===== config.mk =====
export PLATFORM = sky130hd
export DESIGN_NAME = reg_file
export DESIGN_NICKNAME = d
export VERILOG_FILES = /design/src/rtl/reg_file.sv
export SDC_FILE = /design/constraint.sdc
export NUM_CORES = 2
export LEC_CHECK = 0
export BUFFER_PORTS_ARGS = -buffer_cell sky130_fd_sc_hd__buf_4
export CORE_MARGIN = 1
export CORE_UTILIZATION = 55
export DETAILED_ROUTE_END_ITERATION = 6
export PLACE_DENSITY = 0.74
export SETUP_SLACK_MARGIN = 0.15
export SKIP_LAST_GASP = 1
export SLEW_MARGIN = 0
export SYNTH_ARGS = -nofsm -noshare
export SYNTH_HDL_FRONTEND = slang
export SYNTH_SLANG_ARGS = --single-unit

===== constraint.sdc =====
create_clock -name clk -period 1.74 [get_ports clk]
set_input_delay 0.174 -clock clk [delete_from_list [all_inputs] [get_ports clk]]
set_output_delay 0.174 -clock clk [all_outputs]
set_load 0.02 [all_outputs]

===== src/rtl/reg_file.sv =====
// ---------------------------------------------------------------------------
// reg_file -- 32-entry register file with two registered read ports.
//
// The file has one write port and two read ports. Reads take one cycle and
// have a write-first bypass. Register 0 always reads as zero. A saturating
// counter tracks how many writes were accepted.
//
// Ports:
//   clk      in   1      rising-edge clock
//   rst_n    in   1      asynchronous active-low reset
//   we       in   1      write enable
//   waddr    in   5      write address (a write to address 0 is discarded)
//   wdata    in   WIDTH  write data
//   rd_en    in   1      read request; the result appears after the next edge
//   raddr1   in   5      read address, port 1
//   raddr2   in   5      read address, port 2
//   rdata1   out  WIDTH  registered read data, port 1 (held while idle)
//   rdata2   out  WIDTH  registered read data, port 2 (held while idle)
//   rvalid   out  1      one-cycle flag: rdata1/rdata2 hold a fresh result
//   wr_count out  8      accepted writes since reset, saturating at 255
// ---------------------------------------------------------------------------
module reg_file #(
   parameter int WIDTH = 32,
   parameter int NREG  = 32
) (
   input  logic             clk,
   input  logic             rst_n,
   input  logic             we,
   input  logic [4:0]       waddr,
   input  logic [WIDTH-1:0] wdata,
   input  logic             rd_en,
   input  logic [4:0]       raddr1,
   input  logic [4:0]       raddr2,
   output logic [WIDTH-1:0] rdata1,
   output logic [WIDTH-1:0] rdata2,
   output logic             rvalid,
   output logic [7:0]       wr_count
);

   logic [WIDTH-1:0] regs [NREG];

   // Bit-column view of the storage. col[k] gathers bit k of every register,
   // which is the form the downstream per-bit 32:1 selects consume.
   logic [NREG-1:0]  col [WIDTH];

   logic [WIDTH-1:0] rd1_mux, rd2_mux;
   logic [WIDTH-1:0] rd1_next, rd2_next;
   logic             wr_acc;

   // The whole condition is guarded by we. Unknown address or data values
   // while we=0 therefore cannot turn into an accepted write.
   assign wr_acc = we && (waddr != 5'd0);

   // Register array. Entry 0 is cleared on reset and is never written, so it
   // reads as zero at all times.
   always_ff @(posedge clk or negedge rst_n) begin
      if (!rst_n) begin
         for (int i = 0; i < NREG; i++) begin
            regs[i] <= '0;
         end
      end else if (wr_acc) begin
         regs[waddr] <= wdata;
      end
   end

   always_comb begin
      for (int k = 0; k < WIDTH; k++) begin
         col[k] = '0;
         for (int r = 0; r < NREG; r++) begin
            col[k][r] = regs[r][k];
         end
      end
   end

   always_comb begin
      rd1_mux = '0;
      rd2_mux = '0;
      for (int k = 0; k < WIDTH; k++) begin
         rd1_mux[k] = col[k][raddr1];
         rd2_mux[k] = col[k][raddr2];
      end
   end

   // Write-first bypass, applied to each port on its own. Address 0 is forced
   // to zero first. wr_acc already excludes address 0, so the explicit test
   // only keeps the intent obvious to a reader.
   always_comb begin
      rd1_next = rd1_mux;
      rd2_next = rd2_mux;
      if (raddr1 == 5'd0) begin
         rd1_next = '0;
      end else if (wr_acc && (waddr == raddr1)) begin
         rd1_next = wdata;
      end
      if (raddr2 == 5'd0) begin
         rd2_next = '0;
      end else if (wr_acc && (waddr == raddr2)) begin
         rd2_next = wdata;
      end
   end

   // Read pipeline stage: the data is captured only on a request, so the
   // outputs hold their value between reads.
   always_ff @(posedge clk or negedge rst_n) begin
      if (!rst_n) begin
         rdata1 <= '0;
         rdata2 <= '0;
         rvalid <= 1'b0;
      end else begin
         rvalid <= rd_en;
         if (rd_en) begin
            rdata1 <= rd1_next;
            rdata2 <= rd2_next;
         end
      end
   end

   // Saturating write counter.
   always_ff @(posedge clk or negedge rst_n) begin
      if (!rst_n) begin
         wr_count <= 8'd0;
      end else if (wr_acc && (wr_count != 8'hFF)) begin
         wr_count <= wr_count + 8'd1;
      end
   end

endmodule


* Word level (Yosys, flattened, before mapping)
Cells that the tools add are included.
Cells by class: add/subtract/negate cells 1, bitwise operators 1, equality and inequality tests 3, reductions and logical operators 8, multiplexer cells 135, magnitude comparators 4
Operators by type and width (count):
- bitwise mux 1024 bit | 1
- binary-select mux 1 bit (select 5 bit) | 64
- demux 32 bit (select 5 bit) | 1
- 2-to-1 mux 32 bit | 5
- 2-to-1 mux 1 bit | 64
- < comparator 5 x 6 -> 1 bit, second input constant | 2
- == test 5 bit | 2
- zero test 5 bit | 2
- adder 8 x 1 -> 8 bit, second input constant | 1
- != test 8 bit, second input constant | 1
- >= comparator 6 bit, second input constant | 1
- < comparator 6 x 1 -> 1 bit, second input constant | 1
- inverter 5 -> 6 bit | 1
- logical AND 1 bit | 5
- nonzero test 5 bit | 1
Storage, ports and cells: bits in registers 1097, input bits 51, output and inout port bits 73

* Longest topological paths before layout
depth in word-level cells 6, gate-level depth with buffers 8, gate-level depth less buffers 5

* Worst setup path before layout
OpenSTA, ideal clock, no wires.
path type input-to-reg, from in raddr1[0], to reg rdata1[11], path slack -200 ps, stages on the path 8, data required time 1598 ps, path buffers 4, data arrival time 1798 ps, library setup time 142 ps, cells stage by stage buf_2 > buf_6 > buf_6 > buf_2 > mux4_2 > a22o_1 > nor2_1 > o221ai_1
Between the ends: cells in the longest elaborated chain, start to end 4, elaborated cells on any way between the ends 7, those cells by class eq/ne: 1; mux: 4; reduce/logical: 2
Ends and longest elaborated chain:
- start: declaration | line 32 | input logic [4:0] raddr1,
- binary-select mux 1 bit (select 5 bit) / == test 5 bit (equally long branches) | line 79, 92
- 2-to-1 mux 1 bit (implied by the code) / logical AND 1 bit (equally long branches) | line 79, 92
- 2-to-1 mux 32 bit | line 92 | end else if (wr_acc && (waddr == raddr1)) begin
- 2-to-1 mux 32 bit (*) | line 90 | if (raddr1 == 5'd0) begin
- end signal: assignment | line 112 | rdata1 <= rd1_next;
- end: declaration | line 34 | output logic [WIDTH-1:0] rdata1,
Mark *: on every way between the ends. The rest lies on a longest branch, timed or not. The select of a mux whose other input is x is not followed. A chain may end at the register's enable or synchronous reset.

* Worst setup path in the final report
from reg regs, in the netlist col[335], to reg rdata2[21]
Between the ends: cells in the longest elaborated chain, start to end 4
Ends and longest elaborated chain:
- start: declaration | line 40 | logic [WIDTH-1:0] regs [NREG];
- start signal: indexed assignment | line 62 | regs[waddr] <= wdata;
- binary-select mux 1 bit (select 5 bit) | line 80 | rd2_mux[k] = col[k][raddr2];
- 2-to-1 mux 1 bit (implied by the code) | line 80
- 2-to-1 mux 32 bit | line 97 | end else if (wr_acc && (waddr == raddr2)) begin
- 2-to-1 mux 32 bit | line 95 | if (raddr2 == 5'd0) begin
- end signal: assignment | line 113 | rdata2 <= rd2_next;
- end: declaration | line 35 | output logic [WIDTH-1:0] rdata2,
No other way between the ends. The select of a mux whose other input is x is not followed.

==> flow_summary.ini <==
[critical_path]
cp_common_cell = mux4_2
critPathMaxStageDelay_ns = 0.49
worstSetupEndpointType = flip-flop
cp.required_ns = 2.30
r2r_slack_ns = 0.03
slowest_stage = mux4_2
crit_type = reg2reg
worstSetupStartpointType = flip-flop
path_cells = mux4_2 -> mux4_2 -> clkinv_2 -> o221ai_2
worstPathMaxFanout = 3
crit_arrival_ns = 2.28

[synthesis]
synthTopCellsByArea = dfrtp_1 48%, mux4_2 23%, mux2_2 17%, mux2_1 2.9%, a22o_1 2.0%
synth_area_leader_cell = dfrtp_1
syn_area_um2 = 57400
synthesis.nets = 3700
synth.top_cell.area_share_pct = 47.8
yosys_register_bits = 1097
synthArstFlopShare_pct = 100
synth_cell_types = 40
syn_area_per_cell_um2 = 15.7
ys_seq_area_share_pct = 47.8
yosysWarnings = 0
synth_edf_count = 0
syn_inst = 3648
synth_ff_type = dfrtp_1

[job]
maxCapViolations = 0

[clocking]
clock_sinks = 1097
tritoncts = yes
path_clk_slew_ns = 0.06
clock_path_buffers = 3
numCtsBuffers = 115
htreeDepth = 3
clock-root-buffer = clkbuf_16
clkLatencyLatePin_ns = 0.72

[final_layout]
layout-drive-gt1-share_pct = 58.1
fin_util_pct = 65.9
area_delta_synth_final_pct = 18.9
stdcell_area_um2 = 68300
final_cells = 5353
nets = 3927
final_cell_mix = 1089 x dfrtp_1, 843 x mux2_2, 576 x mux4_2
n_antenna_cell = 0
filler_cell_count = 7071
final_common_cell = dfrtp_1

[place]
placed_cell_area_um2 = 63100
dpl.hpwl_um = 110000
dp.cells = 5082
dp_slack_ns = -0.485
gp_congestion = 0.870
portBuffers = 123

[detailed_routing]
wire_per_inst_um = 31.8
viasPerCell = 6.91
routed_wl_um = 170000
ant_nets = 0
route.detailed.drc = 0
vias = 37000
drt-initial-drc-count = 3498
drt_pass1_iterations = 5

[sta]
clock_skew_ns = 0.0242
clock.fmax_ghz = 0.583
slew_violations = 0
hold_viol = 14
final.setup.tns_ns = 0
min_period_ns = 1.71
whs_ns = -0.0209
tightestPinTransition_ns = 0.708
finalSetupViolations = 0
final.setup.worst_slack_ns = 0.0257
min_period_over_period_pct = 98.5
slew_headroom_pct = 52.7
grt_setup_unrepaired = yes

[min_path]
min_path_type = in2async

[status]
failed_checks = negative hold slack
status = complete, but fails checks

[grt]
track_usage_pct = 33.0
antenna_found_initial = 3
grt_first_pass_wirelength_um = 259000
grt_pass1_vias = 38800
overflow = 0
grt_max_degree = 91

[pwr]
powerDensity_nw_per_um2 = 1150
p_leak_nw = 29.4
vdd_drop_max_mv = 0.890

[floorplan]
core_um2 = 103000
io_pins = 124
row_count = 118
fp.dieW_um = 325
initial_core_util_pct = 55.5
die_area_um2 = 106000
die_h_um = 325
==> metrics by stage <==
stage	hold WS [ns]	total power, mW
global route	0.0185	81.4
finish	-0.0209	78.5
global placement	0.106	50.6
floorplan	-0.122	45.3
CTS	0.193	78.5
detailed placement	0.105	51.4
==> repair_timing <==
item	in CTS	in global routing
hold buffers	35	0
endpoints found under the hold margin	1894	0
setup endpoints to repair	80	89
pin swaps	4	5
gates resized for setup	142	5
setup buffers	8	14
cloned	0	0
==> final timing paths <==
check / from / to / cells after the start
max in group asynchronous: rst_n / col[845] / 4
hold reg to reg: col[416] / col[416] / 0
min in group clk: raddr1[3] / rdata1[21] / 5
setup / recovery: col[335] / rdata2[21] / 4
setup reg to reg: col[335] / rdata2[21] / 4
hold / removal: rst_n / col[206] / 2
==> power by group <==
| group | internal (mW) | switching (mW) |
|---|---|---|
| Sequential | 30.5 | 3.89 |
| Combinational | 10.6 | 7.02 |
| Clock | 15.8 | 10.7 |
| Total | 56.9 | 21.6 |
==> sequential cells by signal, indices dropped and copies added, names as in the netlist <==
signal,cells
rdata1,32
rdata2,32
col,1024
wr_count,8
rvalid,1
==> area by class of cell <==
| type | count | area, um^2 | area share [%] |
|---|---|---|---|
| Multi-Input combinational cell | 2057 | 28400 | 41.7 |
| Clock buffer | 170 | 3380 | 4.95 |
| Tap cell | 1380 | 1730 | 2.53 |
| Clock inverter | 45 | 688 | 1.01 |
| Sequential cell | 1097 | 27500 | 40.2 |
| Timing Repair Buffer | 536 | 6230 | 9.13 |
| Inverter | 68 | 338 | 0.495 |
==> cell families after synthesis <==
family	Yosys count	synth area share, %
AOI/OAI and AO/OA	267	4.12
and+or+nand+nor	203	1.80
DFF	1097	47.8
adders and majority gates	1	0.0218
buffers and inverters	494	3.88
xor gates and xnor gates	17	0.259
muxes	1569	42.1
==> layer usage <==
layer | global-route usage [%] | share of wire [%] | vias up
met3 | 6.62 | 8.4 | 474
met5 | 0 | 0.0076 | -
met2 | 51.6 | 48 | 1772
met1 | 45.7 | 40 | 20000
met4 | 13.4 | 4.4 | 2
li1 | - | - | 14700
==> synth_stat cells, drive strengths merged (3+ instances only) <==
master	number
clkinv	64
a22o	128
buf	204
nor2	86
nor2b	68
nor3	7
mux2	993
xnor2	3
inv	4
nand3b	4
o221ai	64
nand2	20
nand3	4
a41oi	64
mux4	576
nor3b	4
xor2	14
dfrtp	1097
clkbuf	222
==> worst max-delay path, delay by kind of cell (launching register included) <==
family                 cells  cell delay, ns
AOI/OAI and AO/OA          1            0.11
DFF                        1            0.40
muxes                      2            0.97
buffers and inverters      1            0.08
(Power assumes the default switching activity.)
